### config.mk
export PLATFORM = sky130hd
export DESIGN_NAME = mdp3_word_packer
export DESIGN_NICKNAME = d
export VERILOG_FILES = /design/src/rtl/mdp3_word_packer.sv
export SDC_FILE = /design/constraint.sdc
export NUM_CORES = 1
export LEC_CHECK = 0
export ABC_AREA = 1
export BUFFER_PORTS_ARGS = -buffer_cell sky130_fd_sc_hd__buf_2
export CORE_UTILIZATION = 40
export CTS_CLUSTER_DIAMETER = 150
export DETAILED_ROUTE_END_ITERATION = 8
export PLACE_DENSITY = 0.54
export SLEW_MARGIN = 20
export SYNTH_ARGS = -nofsm -noshare
export SYNTH_HDL_FRONTEND = slang
export SYNTH_SLANG_ARGS = --single-unit
export TNS_END_PERCENT = 10
### constraint.sdc
create_clock -name clk -period 2.5 [get_ports clk]
set_clock_uncertainty 0.15 [all_clocks]
set_input_delay 0.25 -clock clk [delete_from_list [all_inputs] [get_ports clk]]
set_output_delay 0.25 -clock clk [all_outputs]
set_load 0.01 [all_outputs]
### src/rtl/mdp3_word_packer.sv
// ---------------------------------------------------------------------------
// mdp3_word_packer
//   Packs a framed byte stream (one MDP3 message per in_valid..in_last frame)
//   MSB-first into 64-bit MESSAGE words for the MDP3 parser. The first byte of
//   each word lands in MESSAGE[63:56]; a short final word is zero-padded in
//   its low bytes. Messages longer than MAX_MSG_BYTES are cut at that length,
//   the cut word is flagged with msg_err, and the rest of the frame is
//   swallowed.
//
// Ports
//   clk, rst_n      rising-edge clock, asynchronous active-low reset
//   in_valid/in_data/in_last/in_ready
//                   byte input; a byte is taken when in_valid && in_ready
//   MESSAGE         packed word (registered)
//   message_ready   MESSAGE and sideband valid (registered)
//   out_ready       downstream takes the word when message_ready && out_ready
//   msg_start       word holds byte 0 of the message
//   msg_last        word is the final word of the message
//   last_bytes      valid bytes in the word (1..8)
//   msg_err         message truncated at MAX_MSG_BYTES (only with msg_last)
// ---------------------------------------------------------------------------
module mdp3_word_packer #(
  parameter int MAX_MSG_BYTES = 1024
) (
  input  logic        clk,
  input  logic        rst_n,
  input  logic        in_valid,
  input  logic [7:0]  in_data,
  input  logic        in_last,
  output logic        in_ready,
  output logic [63:0] MESSAGE,
  output logic        message_ready,
  input  logic        out_ready,
  output logic        msg_start,
  output logic        msg_last,
  output logic [3:0]  last_bytes,
  output logic        msg_err
);

  localparam int               CNT_W   = $clog2(MAX_MSG_BYTES + 1);
  localparam logic [CNT_W-1:0] MAX_CNT = CNT_W'(MAX_MSG_BYTES);

  typedef enum logic [1:0] {
    S_IDLE    = 2'd0,
    S_COLLECT = 2'd1,
    S_DROP    = 2'd2
  } state_t;

  state_t             state_q, state_d;
  logic [63:0]        acc_q, acc_d;
  logic [2:0]         idx_q, idx_d;
  logic [CNT_W-1:0]   msg_cnt_q, msg_cnt_d;
  logic               start_pend_q, start_pend_d;
  logic [63:0]        message_q, message_d;
  logic               message_ready_q, message_ready_d;
  logic               msg_start_q, msg_start_d;
  logic               msg_last_q, msg_last_d;
  logic [3:0]         last_bytes_q, last_bytes_d;
  logic               msg_err_q, msg_err_d;

  logic               in_ready_s;
  logic               accept_s;
  logic [63:0]        acc_new_s;
  logic [CNT_W-1:0]   cnt_inc_s;
  logic               at_max_s;
  logic               word_done_s;
  logic               msg_end_s;
  logic               trunc_s;

  // Next-state, datapath and output-register load logic.
  always_comb begin
    state_d         = state_q;
    acc_d           = acc_q;
    idx_d           = idx_q;
    msg_cnt_d       = msg_cnt_q;
    start_pend_d    = start_pend_q;
    message_d       = message_q;
    message_ready_d = message_ready_q;
    msg_start_d     = msg_start_q;
    msg_last_d      = msg_last_q;
    last_bytes_d    = last_bytes_q;
    msg_err_d       = msg_err_q;

    // DROP never issues words, so it can always sink bytes.
    if (state_q == S_DROP) begin
      in_ready_s = 1'b1;
    end else begin
      in_ready_s = !message_ready_q || out_ready;
    end
    accept_s = in_valid && in_ready_s;

    // acc is zero below the current slot, so OR-ing the shifted byte in is
    // equivalent to writing acc[63-8*idx -: 8].
    acc_new_s   = acc_q | ({in_data, 56'd0} >> {idx_q, 3'b000});
    cnt_inc_s   = msg_cnt_q + CNT_W'(1);
    at_max_s    = (cnt_inc_s == MAX_CNT);
    word_done_s = (idx_q == 3'd7) || in_last || at_max_s;
    msg_end_s   = in_last || at_max_s;
    trunc_s     = at_max_s && !in_last;

    // A handshake retires the word; a load below in the same cycle overrides.
    if (message_ready_q && out_ready) begin
      message_ready_d = 1'b0;
    end else begin
      message_ready_d = message_ready_q;
    end

    case (state_q)
      S_IDLE, S_COLLECT: begin
        if (accept_s) begin
          if (word_done_s) begin
            message_d       = acc_new_s;
            message_ready_d = 1'b1;
            msg_start_d     = (state_q == S_IDLE) || start_pend_q;
            msg_last_d      = msg_end_s;
            last_bytes_d    = {1'b0, idx_q} + 4'd1;
            msg_err_d       = trunc_s;
            acc_d           = 64'd0;
            idx_d           = 3'd0;
            start_pend_d    = 1'b0;
          end else begin
            acc_d        = acc_new_s;
            idx_d        = idx_q + 3'd1;
            start_pend_d = start_pend_q || (state_q == S_IDLE);
          end
          if (msg_end_s) begin
            msg_cnt_d = {CNT_W{1'b0}};
            state_d   = trunc_s ? S_DROP : S_IDLE;
          end else begin
            msg_cnt_d = cnt_inc_s;
            state_d   = S_COLLECT;
          end
        end else begin
          state_d = state_q;
        end
      end
      S_DROP: begin
        if (accept_s && in_last) begin
          state_d = S_IDLE;
        end else begin
          state_d = S_DROP;
        end
      end
      default: begin
        state_d      = S_IDLE;
        acc_d        = 64'd0;
        idx_d        = 3'd0;
        msg_cnt_d    = {CNT_W{1'b0}};
        start_pend_d = 1'b0;
      end
    endcase
  end

  // State, accumulator and output registers.
  always_ff @(posedge clk or negedge rst_n) begin
    if (!rst_n) begin
      state_q         <= S_IDLE;
      acc_q           <= 64'd0;
      idx_q           <= 3'd0;
      msg_cnt_q       <= {CNT_W{1'b0}};
      start_pend_q    <= 1'b0;
      message_q       <= 64'd0;
      message_ready_q <= 1'b0;
      msg_start_q     <= 1'b0;
      msg_last_q      <= 1'b0;
      last_bytes_q    <= 4'd0;
      msg_err_q       <= 1'b0;
    end else begin
      state_q         <= state_d;
      acc_q           <= acc_d;
      idx_q           <= idx_d;
      msg_cnt_q       <= msg_cnt_d;
      start_pend_q    <= start_pend_d;
      message_q       <= message_d;
      message_ready_q <= message_ready_d;
      msg_start_q     <= msg_start_d;
      msg_last_q      <= msg_last_d;
      last_bytes_q    <= last_bytes_d;
      msg_err_q       <= msg_err_d;
    end
  end

  assign in_ready      = in_ready_s;
  assign MESSAGE       = message_q;
  assign message_ready = message_ready_q;
  assign msg_start     = msg_start_q;
  assign msg_last      = msg_last_q;
  assign last_bytes    = last_bytes_q;
  assign msg_err       = msg_err_q;

endmodule
Word level (Yosys, flattened, before mapping)
Index checks and enable logic that the tools add are counted.
W data, S select, Z words.
- word-level logic and storage cells: 59
- flip-flop bits (word level): 153
- reductions and logical operators: 15
- shift-type cells: 1
- multiplexer cells: 22
- add/subtract/negate cells: 3
- eq/ne operators: 5
- bitwise gates (word level): 2
- operators by type and width (kind ; count):
    $mux W64 ; 2
    $pmux W64 S2 ; 1
    $or A64 B64 Y64 ; 1
    $shr A64 B6 Y64 ; 1
    $mux W11 ; 2
    $pmux W11 S2 ; 1
    $add A11 B1 Y11 const B ; 1
    $eq A11 B11 Y1 const B ; 1
    $mux W2 ; 4
    $mux W1 ; 7
    $mux W3 ; 2
    $pmux W3 S2 ; 1
    $logic_or A1 B1 Y1 ; 5
    $add A3 B1 Y4 const B ; 1
    $logic_and A1 B1 Y1 ; 4
    $pmux W2 S2 ; 1
    $add A3 B1 Y3 const B ; 1
    $eq A3 B3 Y1 const B ; 1
    $reduce_and A3 Y1 ; 1
    $eq A2 B1 Y1 const B ; 1
    $eq A2 B2 Y1 const B ; 1
    $logic_not A1 Y1 ; 2
    $logic_not A2 Y1 ; 1
    $ne A2 B2 Y1 const B ; 1
    other kinds (4) ; 4

Depth between registers and ports, before layout
- word-level depth: 7
- mapped depth: 14
- mapped depth without buffers: 13

Worst setup path after synthesis
No wires, ideal clock.
- path type: register -> register
- from: register msg_cnt_q[0]
- to: register acc_q[32]
- arrival time: 1.731 ns
- slack: 0.494 ns
- stages on the path, launching flop included: 13
- setup time: 0.125 ns
- clock period less this slack: 2.006 ns
- cells stage by stage: dfrtp_1 ha_1 nand2_1 nor2_2 nand3_1 nand2_1 nand2_1 nor2_1 nand3_4 nand3_2 buf_4 buf_6 a21oi_1
- longest elaborated chain between the ends: 6
- RTL lines (what ; line ; source):
    start, declared ; 52 ; logic [CNT_W-1:0] msg_cnt_q, msg_cnt_d;
    start signal, assigned ; 160 ; msg_cnt_q <= {CNT_W{1'b0}};
    start signal, assigned ; 172 ; msg_cnt_q <= msg_cnt_d;
    $add A11 B1 Y11 ; 95 ; cnt_inc_s = msg_cnt_q + CNT_W'(1);
    $eq A11 B11 Y1 ; 96 ; at_max_s = (cnt_inc_s == MAX_CNT);
    $logic_or A1 B1 Y1 ; 97 ; word_done_s = (idx_q == 3'd7) || in_last || at_max_s;
    $mux W64 ; 111 ; if (word_done_s) begin
    $mux W64 ; 110 ; if (accept_s) begin
    $pmux W64 S2 ; 108 ; case (state_q)
    end signal, assigned ; 158 ; acc_q <= 64'd0;
    end signal, assigned ; 170 ; acc_q <= acc_d;
    end, declared ; 50 ; logic [63:0] acc_q, acc_d;
Every way passes these cells. The select of a mux whose other input is x is not followed.
A chain may end at the register's enable or synchronous reset.

Worst setup path after layout
- from: register msg_cnt_q[0]
- to: register message_q[43], in the netlist MESSAGE[43]
- longest elaborated chain between the ends: 4
- RTL lines (what ; line ; source):
    $add A11 B1 Y11 ; 95 ;
    $eq A11 B11 Y1 ; 96 ;
    $logic_or A1 B1 Y1 ; 97 ;
    $reduce_and A3 Y1 (no source line) ; -- ;
    end signal, assigned ; 174 ; message_q <= message_d;
    end, declared ; 54 ; logic [63:0] message_q, message_d;
Every way passes these cells.

==> Flow_metrics.wiki <==
{| class="wikitable"
! Metric !! Value
|-
| Post-synthesis cell area || about 7000 um2
|-
| Root cell of the clock tree || sky130_fd_sc_hd__clkbuf_16
|-
| Initial antenna violation count || 0
|-
| Type of destination of the critical path || flip-flop
|-
| Non-filler instance count after layout || ~1200
|-
| Most used cells in the layout excluding fill and tap cells || sky130_fd_sc_hd__nand2_1 (280), sky130_fd_sc_hd__dfrtp_1 (153), sky130_fd_sc_hd__buf_2 (84), sky130_fd_sc_hd__inv_1 (72), sky130_fd_sc_hd__a21oi_1 (72)
|-
| Fin Setup TNS || 0 ns
|-
| Clock buffer depth || 2
|-
| Final worst-path cycle share || 90.63%
|-
| Most common library cell in the layout ignoring fill and taps || sky130_fd_sc_hd__nand2_1
|-
| Largest net degree at the start of global routing || 49
|-
| Mapped Cells || 834
|-
| Crit path launch type || flip-flop
|-
| Hold WC Path Type || primary input to flip-flop
|-
| Number of max-slew violations in the final report || 0
|-
| Cell count after placement || approximately 1100
|-
| Average footprint of a synthesized cell || around 8.5 um2
|-
| Max FO, Critical Path || 36
|-
| Initial standard-cell utilization of the core || roughly two fifths
|-
| Total Die Area || 18230 um2
|-
| DR iter-0 viols || roughly 420
|-
| Wirelength, routed || 17950 um
|-
| Share of post-route cells with drive strength above 1 || 18.14%
|-
| Routed length per placed instance || 15.60 um
|-
| Number of design rule violations left after detail routing || 0
|-
| Number of different library cells in the post-synthesis netlist || 29
|-
| Final setup violating endpoints || 0
|-
| Cell types with the largest area share after synthesis || sky130_fd_sc_hd__dfrtp_1 (54%), sky130_fd_sc_hd__nand2_1 (15%), sky130_fd_sc_hd__a21oi_1 (5.1%)
|-
| Top Ports || between 80 and 90
|-
| Global Route Usage Sum || 20.86%
|-
| TritonCTS buffer count || 17
|-
| Max_slew headroom || 66.68%
|-
| Post-detailed-route count of antenna-violating nets || 0
|-
| Setup slack after placement || 0.1632 ns
|-
| Warning count from the yosys run || 0
|-
| Area Growth Syn to Fin || 19.02%
|-
| Critical path data required time || 2.66 ns
|-
| Gr ovfl total || 0
|-
| Final weighted congestion in routability-driven placement || 0.7952
|-
| Die span in y || 135.0 um
|-
| Worst Setup Slack, final || 0.2343 ns
|-
| Floorplan Core Area || 17300 um2
|-
| Synthesis-stage register bit count || around 150
|-
| Clock network latency to the later pin of the worst-skew pair || 0.42 ns
|-
| Critical path class || flip-flop to flip-flop
|-
| Transition time at the pin with the least slew margin || roughly 0.5 ns
|-
| Sequential element share of the synthesized area || 54.09%
|-
| Number of placement rows || 48
|-
| Sinks on the clock net || 153
|-
| Max Clk Rate || between 400 and 500 MHz
|-
| Number of setup buffers added after CTS || 0
|-
| Number of global-route vias before repair || 5491
|-
| Total number of vias || slightly below 6000
|-
| Clock transition at path regs || 0.06 ns
|-
| Run status || completed
|-
| Clock tree from TritonCTS || built
|-
| Hold Violations, Final || 0
|-
| Die extent in x || about 140 um
|-
| Cell type contributing the most total cell area after synthesis || sky130_fd_sc_hd__dfrtp_1
|-
| Post-layout minimum cycle time || around 2.3 ns
|-
| Power density of the placed cells || 744.5 nW/um2
|-
| Layout net count || 929
|-
| Vias per std cell || 5.036
|-
| Static leakage power || 4.173 nW
|-
| Number of input and output port buffers inserted || 85
|-
| Maximum vdd ir drop || around 0.48 mV
|-
| Number of nets in the synthesized netlist || 850
|-
| Post-detail-place hpwl || 11950 um
|-
| CP arrival || 2.43 ns
|-
| Maximum level of the CTS H-tree || 4
|-
| Global-route wire length before repair || 29350 um
|-
| RSZ-0062 raised after global routing || no
|-
| First-pass iteration count of the detailed router || 5
|-
| Final antenna diode count || 0
|-
| Fill cell total of the finished layout || about 1700
|-
| Maxcap violations || 0
|-
| Share of Yosys cell area claimed by the top area cell type || 54.09%
|}
## what timing repair did
action	CTS	global route
endpoints found under the hold margin	45	0
hold buffers	2	0
gates resized for setup	0	3
endpoints found under the setup margin	0	36
## worst max-delay path, stage by stage (launching register included)
cell and delay (ns):
sky130_fd_sc_hd__dfrtp_1 0.43, sky130_fd_sc_hd__ha_1 0.22, sky130_fd_sc_hd__nand2_1 0.09, sky130_fd_sc_hd__nor2_2 0.14, sky130_fd_sc_hd__nand3_1 0.08, sky130_fd_sc_hd__nand2_1 0.06, sky130_fd_sc_hd__nand2_1 0.07, sky130_fd_sc_hd__nor2_1 0.22
sky130_fd_sc_hd__nand3_4 0.14, sky130_fd_sc_hd__nand2_4 0.12, sky130_fd_sc_hd__nand2_2 0.10, sky130_fd_sc_hd__buf_12 0.18, sky130_fd_sc_hd__nand2_1 0.07, sky130_fd_sc_hd__nand2_1 0.05
## stage by stage
stage / total power [W] / hold WS [ns] / cell area (um2) / util, %
floorplan: 0.003391 / -0.1956 / 7078 / -
global placement: 0.003825 / 0.08736 / 7821 / 45.22
detailed placement: 0.003832 / 0.07887 / 7821 / 45.22
CTS: 0.006348 / 0.04213 / 8412 / 48.63
global route: 0.006546 / 0.07947 / 8424 / 48.71
finish: 0.006272 / 0.04754 / 8424 / 48.71
## path summary, 6_finish.rpt
check,from,to,slack [ns],cells after the start
hold reg to reg,MESSAGE[22],MESSAGE[22],0.31,2
setup reg to reg,msg_cnt_q[0],MESSAGE[43],0.23,13
max in group asynchronous,rst_n,MESSAGE[46],1.28,3
setup / recovery,msg_cnt_q[0],MESSAGE[43],0.23,13
hold / removal,in_last,state_q[1],0.05,4
min in group asynchronous,rst_n,msg_cnt_q[9],0.20,2
## synth_stat cells (all sizes together)
master  count
inv        74
nand4       4
a21oi      90
nand3b     48
nand2     282
o22ai       1
dfrtp     153
a31oi      24
o21ai      32
buf        23
clkinv      1
clkbuf     25
nand3      35
o21bai      2
nor2       20
ha          3
nor3       16
xor2        1
## area by class of cell
class / count / area [um2] / area share [%]
repair buffers: 108 / 734.5 / 8.718
well taps: 225 / 281.5 / 3.342
clock buffers: 20 / 456.7 / 5.421
flip-flops and latches: 153 / 3829 / 45.45
multi-input cells: 558 / 2728 / 32.38
clock inverters: 12 / 113.9 / 1.352
inverters: 75 / 281.5 / 3.342
## cell families (layout without fill, tap and decap cells)
kind of cell	after synthesis	after routing	synth area share, %
and+or+nand+nor	405	405	25.77
DFF	153	153	54.09
xor gates and xnor gates	1	1	0.1238
buffers and inverters	123	215	7.477
AOI/OAI and AO/OA	149	149	12.00
adders and majority gates	3	3	0.5304
## layer usage
layer / wire (um) / global-route usage (%) / vias up
li1: - / - / 2870
met1: 8974 / 30.86 / 2790
met2: 8160 / 31.10 / 128
met3: 707 / 4.017 / 8
met4: 108 / 5.618 / 0
met5: 0 / 0 / -
## power by group
part           internal, W  leakage, nW  switching (W)
Combinational     0.000348         1.80       0.000661
Clock              0.00143        0.270        0.00106
Sequential         0.00266         2.10       0.000108
Total              0.00444         4.17        0.00183
## flip-flops by register name, summed over array words and instances, names as in the netlist, 2 cells and up
signal,count
MESSAGE,64
acc_q,64
idx_q,3
last_bytes,4
msg_cnt_q,11
state_q,2
Power figures use the tool's default switching activity.
